File: src/rtl/wb_commit_if.sv
// Write-back to commit bundle: instruction result in, architectural
// state and status out.
interface wb_commit_if #(
    parameter int DATA_W     = 32,
    parameter int REG_ADDR_W = 3,
    parameter int CNT_W      = 16
);
    logic [3:0]            start;
    logic [REG_ADDR_W-1:0] rd_addr;
    logic                  reg_update;
    logic [DATA_W-1:0]     reg_new;
    logic                  pc_update;
    logic [DATA_W-1:0]     pc_new;
    logic                  stall;
    logic [REG_ADDR_W-1:0] rs_addr;
    logic [REG_ADDR_W-1:0] rt_addr;
    logic [DATA_W-1:0]     rs_data;
    logic [DATA_W-1:0]     rt_data;
    logic [DATA_W-1:0]     pc;
    logic                  commit_pulse;
    logic [CNT_W-1:0]      commit_cnt;
    logic                  pending;
    logic                  err_both;
    logic                  err_ovf;

    modport master (
        output start, rd_addr, reg_update, reg_new,
        output pc_update, pc_new, stall, rs_addr, rt_addr,
        input  rs_data, rt_data, pc, commit_pulse,
        input  commit_cnt, pending, err_both, err_ovf
    );

    modport slave (
        input  start, rd_addr, reg_update, reg_new,
        input  pc_update, pc_new, stall, rs_addr, rt_addr,
        output rs_data, rt_data, pc, commit_pulse,
        output commit_cnt, pending, err_both, err_ovf
    );
endinterface

File: src/rtl/wb_commit.sv
// Commits write-back results to the register file and PC, once per
// write phase, with a one-entry holding buffer for stalls.
module wb_commit #(
    parameter int                DATA_W     = 32,
    parameter int                REG_ADDR_W = 3,
    parameter logic [DATA_W-1:0] PC_RESET   = '0,
    parameter int                PC_STEP    = 4,
    parameter int                CNT_W      = 16
) (
    input logic         clk,
    input logic         rst_n,
    wb_commit_if.slave  bus
);
    localparam int NREG = 2 ** REG_ADDR_W;

    typedef struct packed {
        logic [REG_ADDR_W-1:0] rd;
        logic                  reg_we;
        logic [DATA_W-1:0]     reg_data;
        logic                  pc_ld;
        logic [DATA_W-1:0]     pc_data;
    } entry_t;

    entry_t            buf_q, buf_d, new_e, app_e;
    logic [DATA_W-1:0] regs_q [NREG];
    logic [DATA_W-1:0] pc_q, pc_d;
    logic [CNT_W-1:0]  cnt_q, cnt_d;
    logic              pending_q, pending_d;
    logic              err_both_q, err_both_d;
    logic              err_ovf_q, err_ovf_d;
    logic              pulse_q, start3_q;
    logic              ev, apply, wr_en;
    logic [2:0]        unused_start;

    assign unused_start = bus.start[2:0];
    assign ev = bus.start[3] & ~start3_q;

    // A PC load takes priority; the paired register write is dropped.
    always_comb begin
        new_e.rd       = bus.rd_addr;
        new_e.reg_we   = bus.reg_update & ~bus.pc_update;
        new_e.reg_data = bus.reg_new;
        new_e.pc_ld    = bus.pc_update;
        new_e.pc_data  = bus.pc_new;
    end

    always_comb begin
        buf_d      = buf_q;
        pending_d  = pending_q;
        apply      = 1'b0;
        app_e      = buf_q;
        err_ovf_d  = err_ovf_q;
        err_both_d = err_both_q | (ev & bus.reg_update & bus.pc_update);
        if (pending_q) begin
            if (!bus.stall) begin
                apply = 1'b1;
                if (ev) buf_d = new_e;
                else    pending_d = 1'b0;
            end else if (ev) begin
                err_ovf_d = 1'b1;
            end
        end else if (ev) begin
            if (!bus.stall) begin
                apply = 1'b1;
                app_e = new_e;
            end else begin
                buf_d     = new_e;
                pending_d = 1'b1;
            end
        end
        pc_d  = pc_q;
        cnt_d = cnt_q;
        if (apply) begin
            pc_d  = app_e.pc_ld ? app_e.pc_data
                                : pc_q + DATA_W'(PC_STEP);
            cnt_d = cnt_q + CNT_W'(1);
        end
    end

    assign wr_en = apply & app_e.reg_we & (app_e.rd != '0);

    always_ff @(posedge clk or negedge rst_n) begin
        if (!rst_n) begin
            buf_q      <= '0;
            pc_q       <= PC_RESET;
            cnt_q      <= '0;
            pending_q  <= 1'b0;
            err_both_q <= 1'b0;
            err_ovf_q  <= 1'b0;
            pulse_q    <= 1'b0;
            start3_q   <= 1'b0;
            for (int i = 0; i < NREG; i++) regs_q[i] <= '0;
        end else begin
            buf_q      <= buf_d;
            pc_q       <= pc_d;
            cnt_q      <= cnt_d;
            pending_q  <= pending_d;
            err_both_q <= err_both_d;
            err_ovf_q  <= err_ovf_d;
            pulse_q    <= apply;
            start3_q   <= bus.start[3];
            if (wr_en) regs_q[app_e.rd] <= app_e.reg_data;
        end
    end

    // Reads see a write being applied this cycle.
    always_comb begin
        bus.rs_data = regs_q[bus.rs_addr];
        if (wr_en && bus.rs_addr == app_e.rd) bus.rs_data = app_e.reg_data;
        if (bus.rs_addr == '0) bus.rs_data = '0;
        bus.rt_data = regs_q[bus.rt_addr];
        if (wr_en && bus.rt_addr == app_e.rd) bus.rt_data = app_e.reg_data;
        if (bus.rt_addr == '0) bus.rt_data = '0;
    end

    assign bus.pc           = pc_q;
    assign bus.commit_pulse = pulse_q;
    assign bus.commit_cnt   = cnt_q;
    assign bus.pending      = pending_q;
    assign bus.err_both     = err_both_q;
    assign bus.err_ovf      = err_ovf_q;
endmodule

File: src/flat_wrapper.sv
// flat-port wrapper written by rule: the top's interface ports become plain ports
module wb_commit_flat 
#(
    parameter int                DATA_W     = 32,
    parameter int                REG_ADDR_W = 3,
    parameter logic [DATA_W-1:0] PC_RESET   = '0,
    parameter int                PC_STEP    = 4,
    parameter int                CNT_W      = 16
)
  (clk, rst_n, bus_start, bus_rd_addr, bus_reg_update, bus_reg_new, bus_pc_update, bus_pc_new, bus_stall, bus_rs_addr, bus_rt_addr, bus_rs_data, bus_rt_data, bus_pc, bus_commit_pulse, bus_commit_cnt, bus_pending, bus_err_both, bus_err_ovf);
  wb_commit_if #(.DATA_W(DATA_W), .REG_ADDR_W(REG_ADDR_W), .CNT_W(CNT_W)) bus_i ();
  input logic clk;
  input logic rst_n;
  input wire logic [$bits(bus_i.start)-1:0] bus_start;
  input wire logic [$bits(bus_i.rd_addr)-1:0] bus_rd_addr;
  input wire logic [$bits(bus_i.reg_update)-1:0] bus_reg_update;
  input wire logic [$bits(bus_i.reg_new)-1:0] bus_reg_new;
  input wire logic [$bits(bus_i.pc_update)-1:0] bus_pc_update;
  input wire logic [$bits(bus_i.pc_new)-1:0] bus_pc_new;
  input wire logic [$bits(bus_i.stall)-1:0] bus_stall;
  input wire logic [$bits(bus_i.rs_addr)-1:0] bus_rs_addr;
  input wire logic [$bits(bus_i.rt_addr)-1:0] bus_rt_addr;
  output wire logic [$bits(bus_i.rs_data)-1:0] bus_rs_data;
  output wire logic [$bits(bus_i.rt_data)-1:0] bus_rt_data;
  output wire logic [$bits(bus_i.pc)-1:0] bus_pc;
  output wire logic [$bits(bus_i.commit_pulse)-1:0] bus_commit_pulse;
  output wire logic [$bits(bus_i.commit_cnt)-1:0] bus_commit_cnt;
  output wire logic [$bits(bus_i.pending)-1:0] bus_pending;
  output wire logic [$bits(bus_i.err_both)-1:0] bus_err_both;
  output wire logic [$bits(bus_i.err_ovf)-1:0] bus_err_ovf;
  assign bus_i.start = bus_start;
  assign bus_i.rd_addr = bus_rd_addr;
  assign bus_i.reg_update = bus_reg_update;
  assign bus_i.reg_new = bus_reg_new;
  assign bus_i.pc_update = bus_pc_update;
  assign bus_i.pc_new = bus_pc_new;
  assign bus_i.stall = bus_stall;
  assign bus_i.rs_addr = bus_rs_addr;
  assign bus_i.rt_addr = bus_rt_addr;
  assign bus_rs_data = bus_i.rs_data;
  assign bus_rt_data = bus_i.rt_data;
  assign bus_pc = bus_i.pc;
  assign bus_commit_pulse = bus_i.commit_pulse;
  assign bus_commit_cnt = bus_i.commit_cnt;
  assign bus_pending = bus_i.pending;
  assign bus_err_both = bus_i.err_both;
  assign bus_err_ovf = bus_i.err_ovf;
  wb_commit #(.DATA_W(DATA_W), .REG_ADDR_W(REG_ADDR_W), .PC_RESET(PC_RESET), .PC_STEP(PC_STEP), .CNT_W(CNT_W)) u_core (.clk(clk), .rst_n(rst_n), .bus(bus_i));
endmodule
File: config.mk
export PLATFORM = sky130hd
export DESIGN_NAME = wb_commit_flat
export DESIGN_NICKNAME = d
export VERILOG_FILES = /design/src/rtl/wb_commit_if.sv /design/src/rtl/wb_commit.sv /design/src/flat_wrapper.sv
export SDC_FILE = /design/constraint.sdc
export NUM_CORES = 1
export LEC_CHECK = 0
export ABC_AREA = 1
export CAP_MARGIN = 0
export CORE_MARGIN = 2
export CORE_UTILIZATION = 59
export CTS_BUF_LIST = sky130_fd_sc_hd__clkbuf_4 sky130_fd_sc_hd__clkbuf_8
export DETAILED_ROUTE_END_ITERATION = 8
export PLACE_DENSITY_LB_ADDON = 0.3
export SYNTH_ARGS = -nofsm -noshare
export SYNTH_HDL_FRONTEND = slang
export SYNTH_SLANG_ARGS = --single-unit
File: constraint.sdc
create_clock -name clk -period 2.43 [get_ports clk]
set_input_delay 0.3645 -clock clk [delete_from_list [all_inputs] [get_ports clk]]
set_output_delay 0.3645 -clock clk [all_outputs]
set_load 0.05 [all_outputs]
# Word-level counts from Yosys, hierarchy flattened
# Index checks and enable logic that the tools add are counted.
# op_classes
addsub,2
magnitude_cmp,4
eq_ne,3
mux,30
bitwise_logic,12
n_reduce_logical,9
# op_table
op,n
$mux 69,8
$mux 32,10
$bwmux 256,1
$bmux 32 s3,2
$demux 32 s3,1
$add 32x3->32 const B,1
$add 16x1->16 const B,1
$ge 4x4->1 const B,3
$not 3->4,3
$mux 1,8
$and 1x1->1,6
$eq 3x3->1,2
$logic_not 3->1,2
$reduce_and 3->1,2
$lt 4x1->1 const B,1
$logic_and 1x1->1,3
$reduce_bool 3->1,1
$ne 2x2->1 const B,1
$not 1->1,2
$reduce_bool 2->1,1
$or 1x1->1,1
# totals
ff_bits,378
in_bits,82
out_inout_bits,116
elab_cells,80

# Depth between registers and ports, before layout
# Gate-level depths: netlist of run 1.
# depth
word_depth,11
depth_mapped,13
mapped_depth_nobuf,12

# Worst setup path before layout of run 1
# No wires, ideal clock.
# synth_path
path_kind,reg2out
start,"register u_core.pending_q, in the netlist u_core.bus.pending"
end,output port bus_rt_data[13]
t_arrival_ns,2.510
required_time_ns,2.066
slack_ns,-0.444
stages_incl_launch_ff,12
n_path_buf,1
cell_sequence,dfrtp_1 > inv_2 > nand3_4 > nand2_1 > nand2_2 > nand2_1 > nand2_1 > nand2_1 > nor2_2 > buf_4 > nor2_1 > nor2_1
# synth_via
elab_chain_len,6
elab_cells_between_ends,9
cone_classes,eq/ne: 1; mux: 4; bitwise: 2; reduce/logical: 2
# synth_lines
item,line,text
from (decl),wb_commit.sv:28,"logic pending_q, pending_d;"
from (signal assigned),wb_commit.sv:97,pending_q <= pending_d;
$mux 69 / $mux 1 (equally long branches),wb_commit.sv:54,if (pending_q) begin
$reduce_bool 3->1 / $and 1x1->1 (equally long branches),wb_commit.sv:80,assign wr_en = apply & app_e.reg_we & (app_e.rd != '0);
$and 1x1->1,wb_commit.sv:80,
$logic_and 1x1->1,wb_commit.sv:112,if (wr_en && bus.rt_addr == app_e.rd) bus.rt_data = app_e.reg_data;
$mux 32 *,wb_commit.sv:112,
$mux 32 *,wb_commit.sv:113,if (bus.rt_addr == '0) bus.rt_data = '0;
to (decl),flat_wrapper.sv:24,output wire logic [$bits(bus_i.rt_data)-1:0] bus_rt_data;
# Every way passes the cells marked *; elsewhere a longest branch is shown, timed or not.

# Worst setup path in the final report of run 1
# layout_path
start,register u_core.start3_q
end,output port bus_rt_data[12]
# layout_via
elab_chain_len,9
elab_cells_between_ends,13
cone_classes,eq/ne: 1; mux: 6; bitwise: 4; reduce/logical: 2
# layout_lines
item,line,text
from (decl),wb_commit.sv:31,"logic pulse_q, start3_q;"
from (signal assigned),wb_commit.sv:101,start3_q <= bus.start[3];
$not 1->1 *,wb_commit.sv:36,assign ev = bus.start[3] & ~start3_q;
$and 1x1->1 *,wb_commit.sv:36,
$mux 69 / $mux 1 (equally long branches),wb_commit.sv:62,end else if (ev) begin
$mux 69 / $mux 1 (equally long branches),wb_commit.sv:54,
$reduce_bool 3->1 / $and 1x1->1 (equally long branches),wb_commit.sv:80,
$and 1x1->1,wb_commit.sv:80,
$logic_and 1x1->1,wb_commit.sv:112,
$mux 32 *,wb_commit.sv:112,
$mux 32 *,wb_commit.sv:113,
# Marked as above.

==> results of run 1 <==
==> cell usage after synthesis, drive strengths merged (4+ instances only) <==
master,n
o21bai,21
o211ai,19
nand3,171
mux2i,4
nand3b,4
nand4,15
o221ai,5
o2111ai,124
inv,285
xor2,11
o21a,63
xnor2,9
clkbuf,151
buf,75
nor2,167
nor3,17
o21ai,394
or2,34
a21oi,134
dfrtp,378
nand2,730
==> worst reg2reg max path, delay by kind of cell, from the launching register on <==
kind,cells,cell delay (ps)
flip-flops,1,400
AND/OR/NAND/NOR,5,620
AO/OA/AOI/OAI,1,200
buffers and inverters,5,1010
==> sequential cells by signal (all words and copies together) (netlist names) <==
| register | flops |
|---|---|
| u_core.bus.commit_cnt | 16 |
| u_core.bus.err_both | 1 |
| u_core.start3_q | 1 |
| u_core.bus.pc | 32 |
| u_core.bus.pending | 1 |
| u_core.buf_q | 69 |
| u_core.bus.commit_pulse | 1 |
| u_core.regs_q | 256 |
| u_core.bus.err_ovf | 1 |
==> layout by cell type, fill, tap and decap left out, types with 10 or more instances in the layout <==
| master | instances |
|---|---|
| o2111ai_1 | 124 |
| or2_2 | 33 |
| clkbuf_4 | 24 |
| o21a_1 | 63 |
| nor2_4 | 78 |
| nand3_1 | 151 |
| inv_1 | 277 |
| buf_6 | 21 |
| nor2_1 | 78 |
| dfrtp_1 | 377 |
| buf_12 | 102 |
| o21ai_1 | 49 |
| buf_8 | 10 |
| nand2_2 | 44 |
| clkbuf_8 | 76 |
| xor2_1 | 11 |
| a21oi_1 | 134 |
| o211ai_1 | 19 |
| buf_4 | 165 |
| nand2_4 | 10 |
| nor2_2 | 11 |
| nand4_1 | 12 |
| o21ai_0 | 336 |
| o21bai_1 | 17 |
| nor3_1 | 17 |
| nand2_1 | 676 |
| nand3_2 | 17 |
| clkdlybuf4s50_1 | 127 |
==> power by group through the flow <==
stage / combinational (W) / clock, W / sequential (W)
6_report: 0.0119 / 0.00604 / 0.0103
5_1_grt: 0.0128 / 0.00633 / 0.0105
4_1_cts: 0.0114 / 0.00605 / 0.0102
3_5_place_dp: 0.0112 / 0 / 0.0102
3_3_place_gp: 0.0108 / 0 / 0.0101
2_1_floorplan: 0.00615 / 0 / 0.0108
==> path summary, 6_finish.rpt <==
kind	slack (ps)	end	cells after the start
max in group asynchronous	1240	u_core.regs_q[197]	3
max reg2reg	70	u_core.bus.pc[21]	11
min reg2reg	390	u_core.regs_q[254]	0
min	210	u_core.start3_q	1
max	-750	bus_rt_data[12]	14
min in group asynchronous	260	u_core.regs_q[215]	2
==> cell families (layout without fill, tap and decap cells) <==
| family | count (synthesis) | after routing |
|---|---|---|
| xor gates and xnor gates | 20 | 20 |
| and+or+nand+nor | 1143 | 1143 |
| adders and majority gates | 3 | 3 |
| DFF | 378 | 378 |
| AOI/OAI and AO/OA | 766 | 766 |
| muxes | 4 | 4 |
| buffers and inverters | 513 | 829 |
| other | 0 | 1 |
==> metrics by stage <==
stage	total power, W	hold slack [ps]	setup slack [ps]
floorplan	0.0169	68.9	12.9
global placement	0.0210	318	-521
detailed placement	0.0214	322	-586
CTS	0.0277	193	-584
global route	0.0296	193	-799
finish	0.0283	209	-747
==> layer usage <==
layer	vias up	GRT usage	part of all wire
li1	9942	-	-
met1	10700	0.502	0.36
met2	1822	0.613	0.44
met3	470	0.115	0.13
met4	2	0.228	0.066
met5	-	0	0.00014
==> repair_timing <==
| item | CTS | global route |
|---|---|---|
| buffers inserted | 2 | 6 |
| pin swaps | 44 | 32 |
| resized for setup | 82 | 80 |
| cloned | 2 | 5 |
| endpoints found under the setup margin | 64 | 69 |
| endpoints found under the hold margin | 43 | 0 |
| hold buffers | 1 | 0 |
==> layout make-up <==
class / instances / area [um2]
Multi-Input combinational cell: 1936 / 10600
Sequential cell: 378 / 9460
Fill cell: 2293 / 7290
Timing Repair Buffer: 432 / 5100
Clock buffer: 100 / 1230
Inverter: 287 / 1090
Tap cell: 461 / 577
Clock inverter: 10 / 92.6
Antenna cell: 1 / 2.50
==> flow_metrics.env, run 1 <==
export IMPL_status="complete, but fails checks"
export IMPL_violations="design-rule violations, negative setup slack"
export IMPL_root_buffer="clkbuf_8"
export IMPL_rsz0062_at_grt="true"
export IMPL_dieArea_mm2=0.0373
export IMPL_synthAdderAreaFrac=0.00166
export IMPL_crit_family="buffers and inverters"
export IMPL_dr_first_iter_drc_count=3168
export IMPL_seq_area_frac_synth=0.448
export IMPL_wire_per_inst_um=21.5
export IMPL_synth_area_top_cells="dfrtp_1 (45%), nand2_1 (13%), o21ai_0 (8.0%), o2111ai_1 (5.1%), inv_1 (5.0%)"
export IMPL_ys_warn_count=0
export IMPL_dieHeight_um=193
export IMPL_seqPwrFrac=0.365
export IMPL_core_area_mm2=0.0354
export IMPL_critPathCaptureType="primary output"
export IMPL_syn_area_mm2=0.0211
export IMPL_numClockSinks=378
export IMPL_io_buffers=194
export IMPL_drt_first_pass_iters=9
export IMPL_yosys_area_share_xor_xnor=0.00829
export IMPL_hold_start="bus_start[3]"
export IMPL_internal_power_w=0.0166
export IMPL_ys_ff_latch=378
export IMPL_ir_drop_v=0.000731
export IMPL_vias=22900
export IMPL_placed_cells=3478
export IMPL_finalNetCount=3185
export IMPL_syn_nets=2911
export IMPL_hold_viol_final=0
export IMPL_clk_pin_slew_worst_paths_ps=60
export IMPL_arrival_ps=2810
export IMPL_antenna_found_initial=2
export IMPL_tightest_slew_ps=590
export IMPL_grt_pass1_vias=22400
export IMPL_placed_cell_area_mm2=0.0259
export IMPL_cts_buffers=66
export IMPL_hp_class="primary input to flip-flop"
export IMPL_synth_enable_flop_cells=0
export IMPL_grt_pass1_wl_um=119000
export IMPL_period_needed_ps=3180
export IMPL_reg2reg_from="u_core.start3_q"
export IMPL_p_clk_frac=0.213
export IMPL_max_stage_delay_ps=400
export IMPL_fin_setup_tns_ps=-42520
export IMPL_cp_start_kind="flip-flop"
export IMPL_leakage_nw=12.8
export IMPL_muxShareOfSynthArea=0.00190
export IMPL_finalCritPeriodShare=1.31
export IMPL_synth_top_family_by_area="simple AND/OR/NAND/NOR gates"
export IMPL_crit_type="flip-flop to primary output"
export IMPL_die_width_um=193
export IMPL_drive_above_1_share=0.203
export IMPL_syn_inst=2827
export IMPL_dp_hpwl_um=50200
export IMPL_crit_buf_inv=6
export IMPL_synth_compound_area_frac=0.218
export IMPL_final_cells=3605
export IMPL_antenna_left=0
export IMPL_path_cells="nor2_4 > buf_6 > nand4_1 > buf_4 > buf_6 > nand3_2 > nand2_2 > nand2_4 > buf_12 > buf_12 > o21bai_1 > nand2_1 > nor2_4 > buf_6"
export IMPL_cts_tree="done"
export IMPL_drcViolationCount=3
export IMPL_fin_skew_ps=18.2
export IMPL_pin_count=198
export IMPL_switching_share=0.413
export IMPL_clkLatencyLatePin_ps=630
export IMPL_gr_usage_all_layers=0.397
export IMPL_comb_power_share=0.421
export IMPL_synthArstFlopShare=1.00
export IMPL_htree_num_levels=3
export IMPL_critPathLaunch="u_core.start3_q"
export IMPL_syn_avg_cell_area_um2=7.47
export IMPL_p_sw_w=0.0117
export IMPL_cp_max_fo=8
export IMPL_maxCapViolCount=0
export IMPL_fin_area_mm2=0.0281
export IMPL_slew_viol_final=0
export IMPL_area_growth_pct=33.1
export IMPL_crit_top_cell="buf_6"
export IMPL_start_util=0.597
export IMPL_ys_flop_type="dfrtp_1"
export IMPL_yosys_area_share_simple=0.227
export IMPL_setup_viol=64
export IMPL_finish_utilization=0.794
export IMPL_overflow=0
export IMPL_synth_top_cell_by_area="dfrtp_1"
export IMPL_setup_ws_ps=-747
export IMPL_vias_per_cell=6.36
export IMPL_worstPathRequired_ps=2070
export IMPL_slew_headroom=0.603
export IMPL_synth_distinct_cells=44
export IMPL_finalWeightedCongestion=0.937
export IMPL_slowest_stage="dfrtp_1"
export IMPL_p_per_area_mw_per_mm2=1010
export IMPL_clock_fmax_mhz=315
export IMPL_clock_path_buffers=3
export IMPL_wl_um=77600
export IMPL_netlist_area_leader_share=0.448
export IMPL_rows=69
export IMPL_grt_start_max_net_pins=93
Power figures use the tool's default switching activity.
==> run 2: changes to the inputs <==
==> constraint.sdc (replaced) <==
create_clock -name clk -period 2.43 [get_ports clk]
set_input_delay 0.3645 -clock clk [delete_from_list [all_inputs] [get_ports clk]]
set_output_delay 0.3645 -clock clk [all_outputs]
set_load 0.1 [all_outputs]
==> run 2 against run 1 <==
  * The run ends with negative setup slack left
  * Die area is the same
  * Setup slack gained 150 ps
  * Highest routed layer is now met4
  * Combinational power grew 17%
  * Clock power grew 5.5%
  * Flip-flop and latch count is the same
==> flow_metrics.env, run 2 (synthesized netlist as in run 1, its figures left out) <==
export IMPL_status="complete, but fails checks"
export IMPL_violations="negative setup slack"
export IMPL_grt_pass1_wl_um=115000
export IMPL_io_buffers=194
export IMPL_ff2ff_path_depth=11
export IMPL_overflow=0
export IMPL_antenna_left=0
export IMPL_area_growth_pct=31.3
export IMPL_finalWeightedCongestion=0.938
export IMPL_dieArea_mm2=0.0373
export IMPL_cp_start_kind="flip-flop"
export IMPL_clock_fmax_mhz=331
export IMPL_final_cell_mix="nand2_1 (694), dfrtp_1 (377), o21ai_0 (336)"
export IMPL_setup_viol=64
export IMPL_arrival_ps=2660
export IMPL_drive_above_1_share=0.203
export IMPL_rrSetupSlack_ps=180
export IMPL_rsz0062_at_grt="true"
export IMPL_numClockSinks=378
export IMPL_drcViolationCount=0
export IMPL_use_met2=0.589
export IMPL_final_common_cell="nand2_1"
export IMPL_clock_path_buffers=3
export IMPL_start_util=0.597
export IMPL_leakage_nw=12.8
export IMPL_vias=22300
export IMPL_critPathLaunch="u_core.start3_q"
export IMPL_cts_buffers=67
export IMPL_r2r_end="u_core.bus.pc[31]"
export IMPL_wl_um=72100
export IMPL_largest_reg_flops=256
export IMPL_wire_per_inst_um=20.1
export IMPL_slowest_stage="dfrtp_1"
export IMPL_cp_endpoint="bus_rs_data[2]"
export IMPL_gr_usage_all_layers=0.383
export IMPL_crit_type="flip-flop to primary output"
export IMPL_cts_tree="done"
export IMPL_reg2reg_from="u_core.bus.pending"
export IMPL_ir_drop_v=0.00136
export IMPL_path_cells="nor2_4 > buf_4 > nand2_2 > nand2_2 > o21ai_2 > nor2_4 > nand3_1 > nor2_4 > buf_12 > nor2_1 > nor2_4 > buf_12"
export IMPL_finalCritPeriodShare=1.25
export IMPL_clkLatencyLatePin_ps=640
export IMPL_grt_start_max_net_pins=73
export IMPL_largest_register="u_core.regs_q"
export IMPL_grt_met1_usage=0.502
export IMPL_finalNetCount=3167
export IMPL_core_area_mm2=0.0354
export IMPL_rows=69
export IMPL_final_fill_count=2376
export IMPL_setup_ws_ps=-596
export IMPL_dr_first_iter_drc_count=2685
export IMPL_die_width_um=193
export IMPL_root_buffer="clkbuf_8"
export IMPL_dp_slack_ps=-592
export IMPL_cp_max_fo=26
export IMPL_grt_busiest_layer="met2"
export IMPL_grt_pass1_vias=22000
export IMPL_drt_first_pass_iters=6
export IMPL_hp_class="primary input to asynchronous set/reset pin"
export IMPL_final_cells=3593
export IMPL_vias_per_cell=6.20
export IMPL_htree_num_levels=3
export IMPL_finish_utilization=0.784
export IMPL_fin_skew_ps=34.7
export IMPL_cp_depth=12
export IMPL_slew_viol_final=0
export IMPL_antenna_found_initial=3
export IMPL_critPathCaptureType="primary output"
export IMPL_p_per_area_mw_per_mm2=1100
export IMPL_dp_hpwl_um=48500
export IMPL_hold_viol_final=0
export IMPL_clk_pin_slew_worst_paths_ps=60
export IMPL_tightest_slew_ps=530
export IMPL_placed_cells=3473
export IMPL_period_needed_ps=3030
export IMPL_crit_top_cell="nor2_4"
export IMPL_dieHeight_um=193
export IMPL_worstPathRequired_ps=2070
export IMPL_crit_family="simple AND/OR/NAND/NOR gates"
export IMPL_grt_use_met3=0.0866
export IMPL_slew_headroom=0.643
export IMPL_max_stage_delay_ps=390
export IMPL_pin_count=198
export IMPL_crit_buf_inv=3
export IMPL_maxCapViolCount=0
## run 2: stage by stage
step	hold WS, ps	setup TNS, ps	power (W)	instance area, um2
final	273	-34530	0.0305	27700
after floorplan	68.9	-6780	0.0192	21700
after global placement	310	-40820	0.0233	26100
after global routing	248	-40980	0.0319	27700
after detailed placement	320	-57960	0.0238	26100
after CTS	228	-34740	0.0302	27700
## run 2: cell type report
class / count / area (um2) / area share
Inverter: 287 / 1090 / 0.0392
Multi-Input combinational cell: 1936 / 10400 / 0.373
Clock buffer: 104 / 1290 / 0.0466
Clock inverter: 11 / 125 / 0.00451
Tap cell: 461 / 577 / 0.0208
Antenna cell: 3 / 7.51 / 0.000271
Timing Repair Buffer: 413 / 4830 / 0.174
Sequential cell: 378 / 9460 / 0.341
## run 2: how the worst min path moves through the flow
stage            startpoint                  to
2_1_floorplan         rst_n     u_core.buf_q[0]
3_3_place_gp          rst_n  u_core.regs_q[250]
3_5_place_dp          rst_n  u_core.regs_q[250]
4_1_cts        bus_start[3]     u_core.start3_q
5_1_grt        bus_start[3]     u_core.start3_q
6_report              rst_n  u_core.regs_q[154]
## run 2: timing repair
| action | in CTS | in global routing |
|---|---|---|
| resized for setup | 34 | 24 |
| endpoints found under the setup margin | 64 | 66 |
| pin swaps | 6 | 3 |
| hold endpoints to repair | 44 | 0 |
| setup buffers | 1 | 0 |
| hold buffers | 1 | 0 |
## run 2: where the power goes
group | switching, W | total [W] | leakage (nW) | internal (W)
Clock | 0.00276 | 0.00637 | 0.749 | 0.00361
Sequential | 0.00166 | 0.0103 | 4.73 | 0.00860
Combinational | 0.00928 | 0.0139 | 7.36 | 0.00457
## run 2: metal layers
metal  up-vias  wire (um)
met3       333       8740
met5         -          0
met4         0       4010
met1     10400      26900
li1       9905          -
met2      1628      32500
## run 2: worst reg2reg max path, stage by stage (launching register included)
cell,delay [ps]
dfrtp_4,510
inv_8,90
nand3_4,160
buf_4,230
buf_4,220
o21ai_2,240
buf_4,190
nand2_1,120
buf_4,180
nand2_1,140
nand2_1,80
nand2_1,60
